**config.mk**
```make
export PLATFORM = sky130hd
export DESIGN_NAME = ifu_idu_pipe_buf
export DESIGN_NICKNAME = d
export VERILOG_FILES = /design/src/rtl/ifu_idu_pipe_buf.sv
export SDC_FILE = /design/constraint.sdc
export NUM_CORES = 1
export LEC_CHECK = 0
export BUFFER_PORTS_ARGS = -buffer_cell sky130_fd_sc_hd__buf_2
export CAP_MARGIN = 20
export CORE_ASPECT_RATIO = 0.9
export CORE_MARGIN = 2
export CORE_UTILIZATION = 49
export DETAILED_ROUTE_END_ITERATION = 8
export HOLD_SLACK_MARGIN = 0.02
export PLACE_DENSITY = 0.75
export SYNTH_ARGS = -nofsm -noshare
export SYNTH_HDL_FRONTEND = slang
export SYNTH_SLANG_ARGS = --single-unit
```
**constraint.sdc**
```tcl
create_clock -name clk -period 1.99 [get_ports clk]
set_clock_uncertainty 0.15 [all_clocks]
set_input_delay 0.2985 -clock clk [delete_from_list [all_inputs] [get_ports clk]]
set_output_delay 0.2985 -clock clk [all_outputs]
set_load 0.01 [all_outputs]
```
**src/rtl/ifu_idu_pipe_buf.sv**
```systemverilog
// ifu_idu_pipe_buf
// ----------------
// Elastic IF/ID pipeline buffer. Fetched beats (inst, pc, pc+4 and a fault
// flag derived from the fetch bus response) are captured on a valid/ready
// handshake and handed to decode strictly in order. A small circular queue
// decouples fetch-side stalls from decode-side stalls. A redirect (flush)
// throws away every buffered beat and the beat being offered that cycle.
//
// Ports:
//   clk, rstn          rising-edge clock, asynchronous active-low reset
//   in_valid/in_ready  fetch-side handshake
//   in_inst, in_pc,    fetched beat payload
//   in_pcplus4, in_resp  (in_resp nonzero marks an access fault)
//   flush              control-flow redirect, drops all beats
//   out_valid/out_ready decode-side handshake
//   out_inst, out_pc,  head entry payload
//   out_pcplus4, out_fault
//   occupancy          number of valid entries
//   flush_drops        saturating count of entries discarded by flush

module ifu_idu_pipe_buf #(
    parameter int DATA_WIDTH  = 32,
    parameter int ACERR_WIDTH = 2,
    parameter int DEPTH       = 2,
    parameter int CNT_W       = 2
) (
    input  logic                   clk,
    input  logic                   rstn,

    input  logic                   in_valid,
    output logic                   in_ready,
    input  logic [DATA_WIDTH-1:0]  in_inst,
    input  logic [DATA_WIDTH-1:0]  in_pc,
    input  logic [DATA_WIDTH-1:0]  in_pcplus4,
    input  logic [ACERR_WIDTH-1:0] in_resp,

    input  logic                   flush,

    output logic                   out_valid,
    input  logic                   out_ready,
    output logic [DATA_WIDTH-1:0]  out_inst,
    output logic [DATA_WIDTH-1:0]  out_pc,
    output logic [DATA_WIDTH-1:0]  out_pcplus4,
    output logic                   out_fault,

    output logic [CNT_W-1:0]       occupancy,
    output logic [7:0]             flush_drops
);

    localparam int              PTR_W    = $clog2(DEPTH);
    localparam logic [CNT_W-1:0] FULL_CNT = CNT_W'(DEPTH);

    // Storage, one array per field so each can be indexed independently.
    logic [DATA_WIDTH-1:0] inst_mem  [DEPTH];
    logic [DATA_WIDTH-1:0] pc_mem    [DEPTH];
    logic [DATA_WIDTH-1:0] pcp4_mem  [DEPTH];
    logic [DEPTH-1:0]      fault_mem;

    logic [PTR_W-1:0] wr_ptr;
    logic [PTR_W-1:0] rd_ptr;

    logic push;
    logic pop;
    logic [8:0] drop_sum;

    // Handshake qualifiers. Readiness depends only on registered occupancy,
    // never on out_ready, so a full buffer does not pass a beat straight
    // through; that keeps decode stalls from reaching fetch combinationally.
    // Flush masks both sides so nothing moves during a redirect cycle.
    assign in_ready  = rstn & ~flush & (occupancy != FULL_CNT);
    assign out_valid = (occupancy != '0) & ~flush;
    assign push      = in_valid & in_ready;
    assign pop       = out_valid & out_ready;

    // Head entry is always presented; the fault flag is qualified by valid
    // so decode never sees a stale fault on an empty slot.
    assign out_inst    = inst_mem[rd_ptr];
    assign out_pc      = pc_mem[rd_ptr];
    assign out_pcplus4 = pcp4_mem[rd_ptr];
    assign out_fault   = fault_mem[rd_ptr] & out_valid;

    // Dropped-entry accumulation is one bit wider than the counter so the
    // carry tells us when to clamp at 255.
    assign drop_sum = {1'b0, flush_drops} + 9'(occupancy);

    // Pointer and occupancy bookkeeping. Flush wins over everything and
    // rewinds both pointers to zero; otherwise each side advances on its own
    // handshake and the occupancy only changes when exactly one side moves.
    // DEPTH is a power of two, so pointer wrap is plain overflow.
    always_ff @(posedge clk or negedge rstn) begin
        if (!rstn) begin
            wr_ptr    <= '0;
            rd_ptr    <= '0;
            occupancy <= '0;
        end else if (flush) begin
            wr_ptr    <= '0;
            rd_ptr    <= '0;
            occupancy <= '0;
        end else begin
            if (push) begin
                wr_ptr <= wr_ptr + PTR_W'(1);
            end
            if (pop) begin
                rd_ptr <= rd_ptr + PTR_W'(1);
            end
            case ({push, pop})
                2'b10:   occupancy <= occupancy + CNT_W'(1);
                2'b01:   occupancy <= occupancy - CNT_W'(1);
                default: occupancy <= occupancy;
            endcase
        end
    end

    // Flush statistics: every redirect adds however many entries it threw
    // away, clamping at the top instead of wrapping. An empty flush adds 0.
    always_ff @(posedge clk or negedge rstn) begin
        if (!rstn) begin
            flush_drops <= '0;
        end else if (flush) begin
            flush_drops <= drop_sum[8] ? 8'hFF : drop_sum[7:0];
        end
    end

    // Entry storage. Cleared on reset so the head outputs read as zero while
    // reset is held and after it releases. Writes only happen on an accepted
    // beat, which already excludes flush cycles.
    always_ff @(posedge clk or negedge rstn) begin
        if (!rstn) begin
            for (int i = 0; i < DEPTH; i++) begin
                inst_mem[i] <= '0;
                pc_mem[i]   <= '0;
                pcp4_mem[i] <= '0;
            end
            fault_mem <= '0;
        end else if (push) begin
            inst_mem[wr_ptr]  <= in_inst;
            pc_mem[wr_ptr]    <= in_pc;
            pcp4_mem[wr_ptr]  <= in_pcplus4;
            fault_mem[wr_ptr] <= (in_resp != '0);
        end
    end

endmodule

```
==> reports/qor.txt, run 1 <==
status -> finished, violations left
failing checks -> negative hold slack, negative setup slack
worst path arrival time -> 1800 ps
Max Cap Viol -> 0
Final setup violation count -> 97
Hold Path Class -> input pin to asynchronous set/reset pin
Post-Route Utilization -> 68.6%
H-tree depth -> 1
I/O Buffers -> 211
slack of the critical path -> -258 ps
Inserted Diodes -> 0
DRC -> 0
Buf/Inv on CP -> 3
RSZ-0062 raised after global routing -> yes
Die Height -> 134 um
NetSw -> 3.53 mW
remaining antenna violation count -> 0
Seq/Total Area, Yosys -> 56.2%
Worst Path Max Fanout -> 9
Max Fclk -> 445 MHz
clock buffer depth -> 3
crit path max-delay cell type -> dfrtp_4
crit share post-route -> 113%
Worst VDD drop -> 0.000716 V
I/O pins -> 212
Worst slew margin -> 53.4%
Final Max Slew Viols -> 0
final net count -> 1034
cell breakdown of the critical path -> buf_4 -> buf_16 -> mux2_2 -> buf_2
Top FF cell, synth -> dfrtp_1
Num CTS Buffers -> 22
Wirelength per Cell -> 19.0 um
Distinct cells, synth -> 36
Largest delay share family, worst path -> flip-flops
switch share -> 26.5%
number of DRC markers in iteration 0 -> 203
yosys warns -> 0
Rows -> 47
max incr delay on CP -> 510 ps
Static Leak -> 5.93 nW
Routed WL -> 22500 um
CTS tree -> built
final hold viol count -> 130
Clk pwr share -> 32.4%
largest net degree at the start of global routing -> 137
die width -> 148 um
Clock Sinks -> 206
Post-synth EDFFs -> 0
P&R area growth vs syn -> 37.3%
GR Util All Layers -> 22.4%
sequential share of power -> 43.2%
Crit path depth -> 4
Starting Density -> 50.0%
Pre-antenna DRT Iters -> 4
Critical Path Start Type -> register
Tmin final -> 2250 ps
initial antenna violation count -> 0
Post-CTS Hold Fix Bufs -> 100
Reg2Reg Depth -> 4
Place WS -> 15.1 ps
#FFs+latches synth -> 206
Worst Setup End Kind -> output port
Avg Cell Area, Syn -> 15.4 um2
Final Wtd Congestion -> 0.729
layout cell share with drive strength beyond 1 -> 61.4%
Worst-Skew Late Latency -> 500 ps
die area -> 19800 um2
first-pass GRT wire length -> 35700 um
Setup CP Type -> register to output port
PwrDens -> 1060 nW/um2
clk slew on worst S/H paths -> 60 ps
via/cell ratio -> 5.22
hpwl dp -> 13500 um
Hold Slack -> -205 ps
syn nets -> 701
clock root buffer -> clkbuf_16
core area -> 18300 um2
asr flop ratio synth -> 100%
Post-Synthesis Cells -> 595
vias post-DR -> 6201
Gate power share -> 24.4%
P_int -> 9.80 mW
area of the mapped netlist -> 9170 um2
reg2reg setup slack -> 80 ps
fill cell count -> 1306
Slew @ Worst Pin -> 699 ps
GR Overflow Total -> 0
number of global-route vias before repair -> 7015
WP data required -> 1540 ps
## power groups by stage
| stage | logic [mW] | registers (mW) | clock network, mW |
|---|---|---|---|
| floorplan | 1.96 | 5.63 | 0 |
| global placement | 2.88 | 5.69 | 0 |
| detailed placement | 2.98 | 5.79 | 0 |
| CTS | 3.22 | 5.73 | 4.42 |
| global route | 3.52 | 5.87 | 4.58 |
| finish | 3.26 | 5.76 | 4.32 |
## final cells by class
type	instances	area (um2)	share of cell area, %
inverters	4	15.0	0.119
repair buffers	343	2530	20.1
clock buffers	28	614	4.88
well taps	245	307	2.43
multi-input cells	351	3810	30.3
flip-flops and latches	206	5160	41.0
clock inverters	10	150	1.19
## placed cells by master (no fill, tap or decap), types with 4 or more instances in the layout
master           n
mux2_2         262
buf_12           8
clkbuf_16       26
clkinv_2         6
dlygate4sd3_1  100
buf_4           16
dfrtp_1        204
mux2_4          30
inv_1            4
buf_2          210
o21ai_0          5
nand2_1          9
a21oi_1          7
bufinv_16        4
## layer usage
metal	vias to the layer above	global-route usage, %	wire (um)
li1	2803	-	-
met1	3187	27.1	9050
met2	176	40.8	11600
met3	35	5.27	1490
met4	0	5.13	387
met5	-	0	0
## synth_stat cells (4+ instances only)
library cell | number | share of area, %
mux2_2 | 262 | 32
dfrtp_1 | 206 | 56
a21oi_1 | 8 | 0.44
o21ai_0 | 5 | 0.27
mux2_4 | 30 | 4.9
nand2_1 | 9 | 0.37
inv_1 | 4 | 0.16
clkbuf_1 | 10 | 0.41
buf_2 | 15 | 0.82
## worst reg2reg max path: stages, from the launching register on
cell	delay, ps
dfrtp_1	380
nor2b_4	150
and4bb_4	460
buf_12	260
mux2_2	390
## metrics by stage
| step | total power, mW | area (um2) | std cells | TNS (ps) | hold slack (ps) |
|---|---|---|---|---|---|
| finish | 13.3 | 12600 | 1187 | -20280 | -205 |
| global route | 14.0 | 12600 | 1187 | -25430 | -139 |
| CTS | 13.4 | 12500 | 1184 | -23230 | -173 |
| detailed placement | 8.78 | 10600 | 1037 | 0 | 337 |
| global placement | 8.57 | 10600 | 1037 | 0 | 331 |
| floorplan | 7.59 | 9170 | 595 | 0 | -147 |
## sequential cells by signal, indices dropped and copies added (netlist names)
register,flops
fault_mem,2
flush_drops,8
inst_mem,64
occupancy,2
pc_mem,64
pcp4_mem,64
rd_ptr,1
wr_ptr,1
## repair_timing
| action | CTS | global route |
|---|---|---|
| pin swaps | 0 | 1 |
| gates cloned | 3 | 3 |
| endpoints found under the hold margin | 325 | 130 |
| setup endpoints to repair | 97 | 103 |
| resized for setup | 6 | 5 |
| buffers inserted | 6 | 0 |
## final timing paths
check	to	start
min reg2reg	pcp4_mem[21]$_DFFE_PN0P_	pcp4_mem[21]$_DFFE_PN0P_
min	inst_mem[52]$_DFFE_PN0P_	rstn
max reg2reg	pcp4_mem[35]$_DFFE_PN0P_	occupancy[1]$_DFFE_PN0P_
max in group asynchronous	pcp4_mem[15]$_DFFE_PN0P_	rstn
max	out_pc[13]	rd_ptr$_DFFE_PN0P_
min in group clk	occupancy[0]$_DFFE_PN0P_	flush
## cell families after synthesis
logic type	after synthesis	share of synthesized area, %
simple gates	34	2.32
buf+inv	38	2.41
compound gates	19	1.16
fa+ha+maj	3	0.491
flops	206	56.2
xor+xnor	1	0.0955
mux	294	37.3
Note: power is estimated with default switching activity, not from simulation.
==> run 2: changes to the inputs <==
Settings changed: CORE_MARGIN 2 to 5.
==> reports/qor.txt, run 2 (synthesis results as in run 1) <==
status -> finished, violations left
failing checks -> negative setup slack
Routed WL -> 23600 um (+5.0%)
die width -> 154 um (+4.0%)
clock buffer depth -> 3 (unchanged)
hpwl dp -> 13800 um (+2.1%)
crit share post-route -> 112% (-1.3 points)
initial antenna violation count -> 0 (unchanged)
Worst-Skew Late Latency -> 480 ps (-20 ps)
Slew @ Worst Pin -> 743 ps (+43.9 ps)
Clk pwr share -> 28.1% (-4.3 points)
Hold Slack -> 98.8 ps (+304 ps)
switch share -> 27.1% (+0.65 points)
Clock Sinks -> 206 (unchanged)
Placed Cells -> 1030 (-0.68%)
worst path arrival time -> 1770 ps (-30 ps)
Gate power share -> 27.8% (+3.4 points)
H-tree depth -> 1 (unchanged)
biggest regs -> inst_mem (64), pc_mem (64), pcp4_mem (64)
WP data required -> 1540 ps (about the same)
Critical Path Start Type -> register
most common cell after layout, fill and taps aside -> mux2_2
Total Power -> 13.1 mW (-1.9%)
fill cell count -> 1234 (-5.5%)
Worst VDD drop -> 0.000633 V (-12%)
vias post-DR -> 6223 (+0.35%)
commonest non-fill, non-tap cells in the layout -> mux2_2, dfrtp_1, buf_2
final hold viol count -> 0 (-100%)
Wirelength per Cell -> 20.0 um (+5.7%)
Starting Density -> 49.8% (-0.16 points)
Die Height -> 140 um (+4.5%)
CTS tree -> built
GR Util All Layers -> 21.5% (-0.90 points)
Static Leak -> 5.94 nW (+0.19%)
Setup CP Type -> register to output port
first-pass GRT wire length -> 37600 um (+5.5%)
Post-Route Utilization -> 69.4% (+0.79 points)
Max Fclk -> 450 MHz (+1.1%)
hold path cells -> 3
number of DRC markers in iteration 0 -> 236 (+16%)
I/O Buffers -> 211 (unchanged)
Max Cap Viol -> 0 (unchanged)
clock root buffer -> clkbuf_16
Worst Setup End Kind -> output port
Rows -> 47 (unchanged)
Hold Startpoint -> flush
via/cell ratio -> 5.28 (+1.0%)
NetSw -> 3.55 mW (+0.52%)
slack of the critical path -> -233 ps (+25.1 ps)
Inserted Diodes -> 0 (unchanged)
die area -> 21600 um2 (+8.7%)
number of global-route vias before repair -> 6929 (-1.2%)
Hold Path Class -> input pin to register
Final Wtd Congestion -> 0.824 (+13%)
largest net degree at the start of global routing -> 142 (+3.6%)
core area -> 18400 um2 (+0.32%)
Worst slew margin -> 50.5% (-2.9 points)
final net count -> 1026 (-0.77%)
Pre-antenna DRT Iters -> 6 (+2)
Final Max Slew Viols -> 0 (unchanged)
Worst R2R End -> pc_mem[63]$_DFFE_PN0P_
clk slew on worst S/H paths -> 60 ps (about the same)
sequential share of power -> 44.1% (+0.9 points)
Reg2Reg Depth -> 4 (unchanged)
Hold Path Sink -> occupancy[1]$_DFFE_PN0P_
remaining antenna violation count -> 0 (unchanged)
Final setup violation count -> 97 (unchanged)
RSZ-0062 raised after global routing -> yes
fin cells -> 1179 (-0.67%)
GR Overflow Total -> 0 (unchanged)
I/O pins -> 212 (unchanged)
Place WS -> -11.2 ps (-26.2 ps)
Num CTS Buffers -> 21 (-4.5%)
DRC -> 0 (unchanged)
P&R area growth vs syn -> 39.3%
reg2reg setup slack -> 60 ps (-20 ps)
layout cell share with drive strength beyond 1 -> 60.9% (-0.44 points)
PwrDens -> 1020 nW/um2 (-3.3%)
Worst Path Max Fanout -> 7 (-2)
Tmin final -> 2220 ps (-25.1 ps)
P_int -> 9.53 mW (-2.8%)
r2r startpoint -> occupancy[1]$_DFFE_PN0P_
## run 2: worst max path at each step
stage / start / cells after the start / slack (ps) / endpoint
floorplan: occupancy[0]$_DFFE_PN0P_ / 7 / 10 / flush_drops[3]$_DFFE_PN0P_
global placement: flush / 5 / 50 / pcp4_mem[56]$_DFFE_PN0P_
detailed placement: occupancy[1]$_DFFE_PN0P_ / 4 / -10 / pcp4_mem[4]$_DFFE_PN0P_
CTS: rd_ptr$_DFFE_PN0P_ / 4 / -250 / out_inst[26]
global route: rd_ptr$_DFFE_PN0P_ / 4 / -280 / out_pcplus4[22]
finish: rd_ptr$_DFFE_PN0P_ / 4 / -230 / out_pc[6]
## run 2: area by class of cell
class | count | area (um2) | share of cell area, %
Inverter | 4 | 15.0 | 0.118
Tap cell | 245 | 307 | 2.40
Clock buffer | 30 | 609 | 4.77
Sequential cell | 206 | 5160 | 40.4
Multi-Input combinational cell | 351 | 3830 | 30.0
Clock inverter | 7 | 37.5 | 0.294
Timing Repair Buffer | 336 | 2820 | 22.0
## run 2: routing by layer
layer,part of all wire [%],GRT usage [%],vias up
li1,-,-,2800
met1,42,27.9,3186
met2,51,37.7,195
met3,5.2,3.76,42
met4,2.1,5.34,0
met5,0,0,-
## run 2: power groups by stage
stage	clock network, mW	registers [mW]	logic (mW)
final	3.68	5.77	3.64
after global routing	3.94	5.87	3.91
after CTS	3.77	5.73	3.58
after detailed placement	0	5.79	3.00
after global placement	0	5.69	2.89
after floorplan	0	5.63	1.96
## run 2: through the flow
step           instance area [um2]  setup TNS, ps
4_1_cts                      12700         -21630
6_report                     12800         -18570
3_3_place_gp                 10500              0
5_1_grt                      12800         -23730
2_1_floorplan                 9170              0
3_5_place_dp                 10500          -35.5
## run 2: worst max-delay path: stages (launching register included)
cell	delay, ps
dfrtp_4	460
buf_8	170
clkbuf_16	170
mux2_2	340
buf_2	150
## run 2: timing repair
item	CTS	global route
hold endpoints to repair	206	0
gates resized for setup	56	18
pin swaps	0	1
buffers inserted	4	1
gates cloned	7	1
endpoints found under the setup margin	131	103
hold buffers	101	0
